### src/rtl/game_pkg.sv
// -----------------------------------------------------------------------------
// game_pkg
// Shared definitions for the game-level sequencer: state encodings, boss HP
// width, default boss HP, and small helpers for HP arithmetic and phase
// selection.
// -----------------------------------------------------------------------------
package game_pkg;

    localparam int HP_W            = 10;
    localparam int BOSS_HP_MAX_DEF = 450;

    typedef enum logic [2:0] {
        GS_IDLE        = 3'd0,
        GS_PLAY        = 3'd1,
        GS_PHASE_CLEAR = 3'd2,
        GS_WIN         = 3'd3,
        GS_LOSE        = 3'd4
    } game_state_e;

    // HP subtraction that floors at zero instead of wrapping.
    function automatic logic [HP_W-1:0] sat_sub(input logic [HP_W-1:0] a,
                                                 input logic [HP_W-1:0] b);
        if (a > b) begin
            return a - b;
        end else begin
            return {HP_W{1'b0}};
        end
    endfunction

    // Zero-based attack phase (0 -> enma1 ... 3 -> enma4) for a given HP.
    function automatic logic [1:0] phase_idx(input logic [HP_W-1:0] hp,
                                             input logic [HP_W-1:0] th1,
                                             input logic [HP_W-1:0] th2,
                                             input logic [HP_W-1:0] th3);
        if (hp > th1) begin
            return 2'd0;
        end else if (hp > th2) begin
            return 2'd1;
        end else if (hp > th3) begin
            return 2'd2;
        end else begin
            return 2'd3;
        end
    endfunction

endpackage

### src/rtl/game_phase_ctrl_if.sv
// -----------------------------------------------------------------------------
// game_phase_ctrl_if
// Bundles the event inputs (tick, start, hit pulses) and the game status
// outputs of game_phase_ctrl.
//   master : drives tick/start/boss_hit/reimu_hit, observes status
//   slave  : the sequencer itself
// -----------------------------------------------------------------------------
interface game_phase_ctrl_if;
    import game_pkg::*;

    logic            tick;
    logic            start;
    logic            boss_hit;
    logic            reimu_hit;
    logic [HP_W-1:0] bosshp;
    logic            enma1;
    logic            enma2;
    logic            enma3;
    logic            enma4;
    logic [1:0]      lives;
    logic            invuln;
    logic            freeze;
    logic            gameover;
    logic            win;
    logic [2:0]      state;

    modport master (
        output tick, start, boss_hit, reimu_hit,
        input  bosshp, enma1, enma2, enma3, enma4, lives, invuln, freeze,
               gameover, win, state
    );

    modport slave (
        input  tick, start, boss_hit, reimu_hit,
        output bosshp, enma1, enma2, enma3, enma4, lives, invuln, freeze,
               gameover, win, state
    );

endinterface

### src/rtl/tick_counter.sv
// -----------------------------------------------------------------------------
// tick_counter
// Tick-enabled counter used for frame-based timers.
//   clk, rst : system clock, async active-high reset
//   clr      : synchronous clear to zero (wins over counting)
//   en       : timer running
//   tick     : one-cycle frame pulse
//   done     : this tick is the TERMINAL-th counted tick (count==TERMINAL-1)
// The count wraps to zero when done fires, so the timer is ready for reuse.
// -----------------------------------------------------------------------------
module tick_counter #(
    parameter int TERMINAL = 32,
    parameter int WIDTH    = $clog2(TERMINAL + 1)
) (
    input  logic clk,
    input  logic rst,
    input  logic clr,
    input  logic en,
    input  logic tick,
    output logic done
);

    localparam logic [WIDTH-1:0] LAST = WIDTH'(TERMINAL - 1);

    logic [WIDTH-1:0] count_q;
    logic [WIDTH-1:0] count_d;
    logic             at_last;

    assign at_last = (count_q == LAST);

    // Next-count selection: clear, count on tick, wrap at terminal.
    always_comb begin
        count_d = count_q;
        done    = 1'b0;
        if (clr) begin
            count_d = {WIDTH{1'b0}};
        end else if (en && tick) begin
            if (at_last) begin
                count_d = {WIDTH{1'b0}};
                done    = 1'b1;
            end else begin
                count_d = count_q + WIDTH'(1);
            end
        end else begin
            count_d = count_q;
        end
    end

    // Count register.
    always_ff @(posedge clk or posedge rst) begin
        if (rst) begin
            count_q <= {WIDTH{1'b0}};
        end else begin
            count_q <= count_d;
        end
    end

endmodule

### src/rtl/game_phase_ctrl.sv
// -----------------------------------------------------------------------------
// game_phase_ctrl
// Game-level sequencer: owns boss HP, attack-phase selects, player lives,
// invulnerability window and win/gameover flags.
//   clk, rst : system clock, async active-high reset
//   bus      : slave side of game_phase_ctrl_if
//              in : tick, start, boss_hit, reimu_hit (one-cycle pulses)
//              out: bosshp, enma1..4, lives, invuln, freeze, gameover, win,
//                   state
// All outputs come straight from flops.
// -----------------------------------------------------------------------------
module game_phase_ctrl
    import game_pkg::*;
#(
    parameter int BOSS_HP_MAX  = BOSS_HP_MAX_DEF,
    parameter int BOSS_DMG     = 1,
    parameter int LIVES_INIT   = 3,
    parameter int CLEAR_TICKS  = 32,
    parameter int INVULN_TICKS = 64
) (
    input logic               clk,
    input logic               rst,
    game_phase_ctrl_if.slave  bus
);

    localparam logic [HP_W-1:0] HP_MAX = HP_W'(BOSS_HP_MAX);
    localparam logic [HP_W-1:0] DMG    = HP_W'(BOSS_DMG);
    localparam logic [HP_W-1:0] TH1    = HP_W'(BOSS_HP_MAX * 3 / 4);
    localparam logic [HP_W-1:0] TH2    = HP_W'(BOSS_HP_MAX / 2);
    localparam logic [HP_W-1:0] TH3    = HP_W'(BOSS_HP_MAX / 4);
    localparam logic [1:0]      LIVES0 = 2'(LIVES_INIT);

    game_state_e     state_q, state_d;
    logic [HP_W-1:0] bosshp_q, bosshp_d;
    logic [1:0]      lives_q, lives_d;
    logic            invuln_q, invuln_d;
    logic [3:0]      enma_q, enma_d;
    logic            freeze_q, freeze_d;
    logic            gameover_q, gameover_d;
    logic            win_q, win_d;

    logic            clear_start_s;
    logic            clear_done_s;
    logic            inv_clr_s;
    logic            inv_done_s;
    logic            reimu_acc_s;
    logic [1:0]      lives_dec_s;

    tick_counter #(.TERMINAL(CLEAR_TICKS)) u_clear_timer (
        .clk  (clk),
        .rst  (rst),
        .clr  (clear_start_s),
        .en   (state_q == GS_PHASE_CLEAR),
        .tick (bus.tick),
        .done (clear_done_s)
    );

    tick_counter #(.TERMINAL(INVULN_TICKS)) u_invuln_timer (
        .clk  (clk),
        .rst  (rst),
        .clr  (inv_clr_s),
        .en   (invuln_q),
        .tick (bus.tick),
        .done (inv_done_s)
    );

    assign lives_dec_s = lives_q - 2'd1;

    // Next-state, HP/lives/invuln update and registered-output precompute.
    always_comb begin
        state_d       = state_q;
        bosshp_d      = bosshp_q;
        lives_d       = lives_q;
        invuln_d      = invuln_q;
        clear_start_s = 1'b0;
        inv_clr_s     = 1'b0;
        reimu_acc_s   = 1'b0;

        // The invulnerability window expires independently of game state.
        if (invuln_q && inv_done_s) begin
            invuln_d = 1'b0;
        end else begin
            invuln_d = invuln_q;
        end

        case (state_q)
            GS_IDLE: begin
                invuln_d  = 1'b0;
                inv_clr_s = 1'b1;
                if (bus.start) begin
                    state_d  = GS_PLAY;
                    bosshp_d = HP_MAX;
                    lives_d  = LIVES0;
                end else begin
                    state_d = GS_IDLE;
                end
            end
            GS_PLAY: begin
                if (bus.boss_hit) begin
                    bosshp_d = sat_sub(bosshp_q, DMG);
                end else begin
                    bosshp_d = bosshp_q;
                end
                if (bus.reimu_hit && !invuln_q) begin
                    reimu_acc_s = 1'b1;
                    lives_d     = lives_dec_s;
                    invuln_d    = 1'b1;
                    inv_clr_s   = 1'b1;
                end else begin
                    reimu_acc_s = 1'b0;
                end
                // Priority LOSE > WIN > PHASE_CLEAR > PLAY.
                if (reimu_acc_s && (lives_dec_s == 2'd0)) begin
                    state_d = GS_LOSE;
                end else if (bosshp_d == {HP_W{1'b0}}) begin
                    state_d = GS_WIN;
                end else if (phase_idx(bosshp_d, TH1, TH2, TH3) >
                             phase_idx(bosshp_q, TH1, TH2, TH3)) begin
                    state_d       = GS_PHASE_CLEAR;
                    clear_start_s = 1'b1;
                end else begin
                    state_d = GS_PLAY;
                end
            end
            GS_PHASE_CLEAR: begin
                if (clear_done_s) begin
                    state_d = GS_PLAY;
                end else begin
                    state_d = GS_PHASE_CLEAR;
                end
            end
            GS_WIN, GS_LOSE: begin
                if (bus.start) begin
                    state_d  = GS_IDLE;
                    bosshp_d = HP_MAX;
                    lives_d  = LIVES0;
                end else begin
                    state_d = state_q;
                end
            end
            default: begin
                state_d  = GS_IDLE;
                bosshp_d = HP_MAX;
                lives_d  = LIVES0;
                invuln_d = 1'b0;
            end
        endcase

        // Phase select follows the HP that will be visible next cycle.
        if (state_d == GS_PLAY) begin
            enma_d = 4'b0001 << phase_idx(bosshp_d, TH1, TH2, TH3);
        end else begin
            enma_d = 4'b0000;
        end
        freeze_d   = (state_d == GS_PHASE_CLEAR);
        gameover_d = (state_d == GS_LOSE);
        win_d      = (state_d == GS_WIN);
    end

    // State and output registers.
    always_ff @(posedge clk or posedge rst) begin
        if (rst) begin
            state_q    <= GS_IDLE;
            bosshp_q   <= HP_MAX;
            lives_q    <= LIVES0;
            invuln_q   <= 1'b0;
            enma_q     <= 4'b0000;
            freeze_q   <= 1'b0;
            gameover_q <= 1'b0;
            win_q      <= 1'b0;
        end else begin
            state_q    <= state_d;
            bosshp_q   <= bosshp_d;
            lives_q    <= lives_d;
            invuln_q   <= invuln_d;
            enma_q     <= enma_d;
            freeze_q   <= freeze_d;
            gameover_q <= gameover_d;
            win_q      <= win_d;
        end
    end

    assign bus.state    = state_q;
    assign bus.bosshp   = bosshp_q;
    assign bus.lives    = lives_q;
    assign bus.invuln   = invuln_q;
    assign bus.enma1    = enma_q[0];
    assign bus.enma2    = enma_q[1];
    assign bus.enma3    = enma_q[2];
    assign bus.enma4    = enma_q[3];
    assign bus.freeze   = freeze_q;
    assign bus.gameover = gameover_q;
    assign bus.win      = win_q;

endmodule

### src/flat_wrapper.sv
// flat-port wrapper written by rule: the top's interface ports become plain ports
module game_phase_ctrl_flat import game_pkg::*;
#(
    parameter int BOSS_HP_MAX  = BOSS_HP_MAX_DEF,
    parameter int BOSS_DMG     = 1,
    parameter int LIVES_INIT   = 3,
    parameter int CLEAR_TICKS  = 32,
    parameter int INVULN_TICKS = 64
)
  (clk, rst, bus_tick, bus_start, bus_boss_hit, bus_reimu_hit, bus_bosshp, bus_enma1, bus_enma2, bus_enma3, bus_enma4, bus_lives, bus_invuln, bus_freeze, bus_gameover, bus_win, bus_state);
  game_phase_ctrl_if bus_i ();
  input logic clk;
  input logic rst;
  input wire logic [$bits(bus_i.tick)-1:0] bus_tick;
  input wire logic [$bits(bus_i.start)-1:0] bus_start;
  input wire logic [$bits(bus_i.boss_hit)-1:0] bus_boss_hit;
  input wire logic [$bits(bus_i.reimu_hit)-1:0] bus_reimu_hit;
  output wire logic [$bits(bus_i.bosshp)-1:0] bus_bosshp;
  output wire logic [$bits(bus_i.enma1)-1:0] bus_enma1;
  output wire logic [$bits(bus_i.enma2)-1:0] bus_enma2;
  output wire logic [$bits(bus_i.enma3)-1:0] bus_enma3;
  output wire logic [$bits(bus_i.enma4)-1:0] bus_enma4;
  output wire logic [$bits(bus_i.lives)-1:0] bus_lives;
  output wire logic [$bits(bus_i.invuln)-1:0] bus_invuln;
  output wire logic [$bits(bus_i.freeze)-1:0] bus_freeze;
  output wire logic [$bits(bus_i.gameover)-1:0] bus_gameover;
  output wire logic [$bits(bus_i.win)-1:0] bus_win;
  output wire logic [$bits(bus_i.state)-1:0] bus_state;
  assign bus_i.tick = bus_tick;
  assign bus_i.start = bus_start;
  assign bus_i.boss_hit = bus_boss_hit;
  assign bus_i.reimu_hit = bus_reimu_hit;
  assign bus_bosshp = bus_i.bosshp;
  assign bus_enma1 = bus_i.enma1;
  assign bus_enma2 = bus_i.enma2;
  assign bus_enma3 = bus_i.enma3;
  assign bus_enma4 = bus_i.enma4;
  assign bus_lives = bus_i.lives;
  assign bus_invuln = bus_i.invuln;
  assign bus_freeze = bus_i.freeze;
  assign bus_gameover = bus_i.gameover;
  assign bus_win = bus_i.win;
  assign bus_state = bus_i.state;
  game_phase_ctrl #(.BOSS_HP_MAX(BOSS_HP_MAX), .BOSS_DMG(BOSS_DMG), .LIVES_INIT(LIVES_INIT), .CLEAR_TICKS(CLEAR_TICKS), .INVULN_TICKS(INVULN_TICKS)) u_core (.clk(clk), .rst(rst), .bus(bus_i));
endmodule
### config.mk
export PLATFORM = sky130hd
export DESIGN_NAME = game_phase_ctrl_flat
export DESIGN_NICKNAME = d
export VERILOG_FILES = /design/src/rtl/game_pkg.sv /design/src/rtl/game_phase_ctrl_if.sv /design/src/rtl/tick_counter.sv /design/src/rtl/game_phase_ctrl.sv /design/src/flat_wrapper.sv
export SDC_FILE = /design/constraint.sdc
export NUM_CORES = 1
export LEC_CHECK = 0
export BUFFER_PORTS_ARGS = -buffer_cell sky130_fd_sc_hd__buf_2
export CORE_MARGIN = 3
export CORE_UTILIZATION = 35
export CTS_CLUSTER_DIAMETER = 50
export DETAILED_ROUTE_END_ITERATION = 12
export GPL_ROUTABILITY_DRIVEN = 0
export PLACE_DENSITY = 0.57
export SYNTH_ARGS = -nofsm -noshare
export SYNTH_HDL_FRONTEND = slang
export SYNTH_SLANG_ARGS = --single-unit
export TNS_END_PERCENT = 1
### constraint.sdc
create_clock -name clk -period 3.74 [get_ports clk]
set_input_delay 1.122 -clock clk [delete_from_list [all_inputs] [get_ports clk]]
set_output_delay 1.122 -clock clk [all_outputs]
set_load 0.02 [all_outputs]
==> key figures <==
Logic synthesis
  – Post-synth EDFFs: 0
  – Post-Syn Area: 2562 um^2
  – Primary FF master, synth: dfrtp_1
  – Yosys top cell by area: dfrtp_1
  – Largest cells by area after synthesis: dfrtp_1 29%, dfstp_2 6.2%, a21oi_1 4.7%, nand2_1 4.4%, ha_1 3.9%
  – Post-synthesis xor/xnor area fraction: 4.102%
  – Synth unique cells: 67
  – Largest family of logic cells by synthesized area: simple AND/OR/NAND/NOR gates
  – Post-synthesis mux area share: 0.8789%
  – Compound-cell area share of the yosys netlist: 24.56%
  – Syn_nets: 305
  – Adder-cell share of the synthesized area: 3.906%
  – Area share of the largest cell type after synthesis: 29.30%
  – Avg Inst Size Synth: 8.806 um^2
  – Post-synth ARST share: 100.0%
  – Synth cell count leaders: 30 x dfrtp_1, 30 x nand2_1, 24 x a21oi_1, 24 x nor2_1, 16 x inv_1
  – Synth Instances: 291
  – Synth Warn #: 0
  – Seq cells post-synth: 36
  – Register area share after synthesis: 35.45%
  – Synth Area in Simple Gates: 25.39%

Floorplanning
  – Initial Utilization: 36.90%
  – # IOs: 29
  – Placeable Area: 6944 um^2
  – Row count: 30
  – Die area: 8384 um^2
  – Chip width: 91.57 um
  – Die height: 91.57 um

Global routing
  – Grt ovf: 0
  – First-pass GRT wire length: 11.05 mm
  – GRT Overall Usage: 15.99%
  – Pin count of the biggest net entering global routing: 37
  – Vias in the first global route: 2235
  – Initial antenna violation count: 0

Setup path
  – Critical Path Max Stage Delay: 0.38 ns
  – Slowest cell on crit path: or3b_1
  – Crit. End Element: register
  – Worst reg2reg path startpoint: u_core.bus.bosshp[1]
  – Reg2reg setup slack: 0.41 ns
  – Crit-path cells: buf_2 > or3b_1 > buf_4 > nor2_1 > o21ai_0 > and2_1 > a31o_2 > o311ai_2 > ha_1 > inv_1 > a21oi_1 > a21oi_1 > nand2_1 > a21o_1 > nand3_1 > nor3b_2
  – FF-to-FF path depth: 17
  – Critical Path Fanout Max: 5
  – Worst EP required: 3.94 ns
  – Critical path data arrival time: 3.71 ns
  – Most used cell, CP: a21oi_1
  – WS Path Type: primary input to register
  – RR Endpoint: u_core.enma_q[2]
  – Startpoint Class: primary input

Clock tree
  – H-tree Lvls: 2
  – CTS buffer count: 5
  – Clock slew at reported path FFs: 0.07 ns
  – CTS tree: done
  – Hold Buf Count CTS: 0
  – Clk buf depth: 2
  – CTS sink cnt: 36
  – Clock root buffer: clkbuf_8
  – Clk Latency, worst-skew pair: 0.28 ns

Place
  – IO buf count: 28
  – DP Worst Slack: -0.07463 ns
  – Final HPWL DP: 4.878 mm

Worst hold path
  – Min-Delay Path Class: register to register
  – Hold EP: u_core.bus.lives[0]
  – Hold path depth: 2
  – Worst Hold Launch: u_core.bus.lives[0]

Route
  – Post-DRT Antenna Nets: 0
  – DR pass1 iterations: 4
  – Vias per cell: 5.421
  – DR WL/cell: 14.72 um
  – Routed wire length: 6.330 mm
  – Via count: 2331
  – Starting DRT DRC Count: 111
  – DRC: 0

Flow run
  – Max Cap Violations: 0

STA
  – Setup ws final: 0.2266 ns
  – Count of pins over their slew limit: 0
  – # setup viols final: 0
  – Clock Skew: 0.006402 ns
  – Final Cycle Share: 93.94%
  – Worst slew pin tran: 0.8361 ns
  – Minimum clock period: 3.513 ns
  – RSZ-0062 raised after global routing: true
  – Relative slew margins: 43.92%
  – Final hold vios: 0
  – Max frequency: 0.2846 GHz

Pwr
  – PD cells: 752.7 nW/um^2
  – Pleak: 1.332 nW
  – Total power: 2.273 mW
  – Max VDD drop: 0.3792 mV

Finish
  – Final Core Density: 43.50%
  – N_diodes: 0
  – Layout cells sized above 1: 27.25%
  – Nets: 347
  – Area delta synth->final: 17.87%
  – Fillcell total: 707

Run status
  – Outcome: completed
==> worst max-delay path by stage <==
| stage | end | from | cells past startpoint |
|---|---|---|---|
| finish | u_core.enma_q[2] | bus_boss_hit | 16 |
| CTS | u_core.enma_q[2] | bus_boss_hit | 16 |
| floorplan | u_core.bus.win | bus_boss_hit | 13 |
| detailed placement | u_core.enma_q[2] | bus_boss_hit | 16 |
| global route | u_core.enma_q[2] | bus_boss_hit | 16 |
| global placement | u_core.enma_q[2] | bus_boss_hit | 16 |
==> cell usage in the layout, fill, tap and decap left out, types with 7 or more instances in the layout <==
master,instances
a21oi_1,24
buf_2,28
buf_4,22
dfrtp_1,30
ha_1,8
inv_1,16
nand2_1,30
nand3_1,7
nand4_1,9
nor2_1,24
o21ai_0,11
==> logic make-up after synthesis <==
kind of cell / after synthesis
and+or+nand+nor: 117
AOI/OAI and AO/OA: 85
DFF: 36
buffers and inverters: 31
xor gates and xnor gates: 12
adders and majority gates: 8
muxes: 2
==> report_power, final <==
group,switching [mW],internal (mW)
Combinational,0.785,0.546
Sequential,0.165,0.501
Clock,0.127,0.150
==> cell type report <==
type	instances	area, um^2	share of cell area (%)
multi-input combinational	224	1536	50.87
sequential	36	908.4	30.07
timing repair buffer	50	305.3	10.11
tap	96	120.1	3.977
clock buffer	8	90.09	2.983
inverter	16	60.06	1.988
==> metal layers <==
metal  track usage [%]  vias up  wire length [um]
met2             25.26       46              2953
li1                  -     1151                 -
met4             4.146        0                95
met3             3.231       13               211
met1             22.21     1121              3069
met5                 0        -                 0
==> timing repair <==
action                     in CTS  in global routing
setup endpoints to repair       0                  3
gates resized for setup         0                  5
setup buffers                   0                  0
==> state kept, by name, summed over array words and instances (netlist names) <==
name	cells
u_core.bus.freeze	1
u_core.bus.bosshp	10
u_core.enma_q	4
u_core.bus.win	1
u_core.bus.gameover	1
u_core.bus.lives	2
u_core.u_invuln_timer.count_q	7
u_core.bus.invuln	1
u_core.bus.state	3
u_core.u_clear_timer.count_q	6
==> through the flow <==
stage / cell area, um^2 / cells / hold slack [ns] / setup TNS [ns]
after CTS: 2992 / 430 / 0.5302 / 0
after global placement: 2902 / 422 / 0.5134 / -0.02738
after floorplan: 2562 / 291 / 0.5049 / 0
after detailed placement: 2902 / 422 / 0.5196 / -0.1446
final: 3020 / 430 / 0.5234 / 0
after global routing: 3020 / 430 / 0.5452 / -0.009435
==> worst max-delay path: cells and delay by family <==
kind | cells | cell delay (ns)
buffers and inverters | 3 | 0.31
AND/OR/NAND/NOR | 6 | 1.14
AO/OA/AOI/OAI | 6 | 0.94
adder cells (fa/ha/maj) | 1 | 0.18
Note: power is estimated with default switching activity, not from simulation.
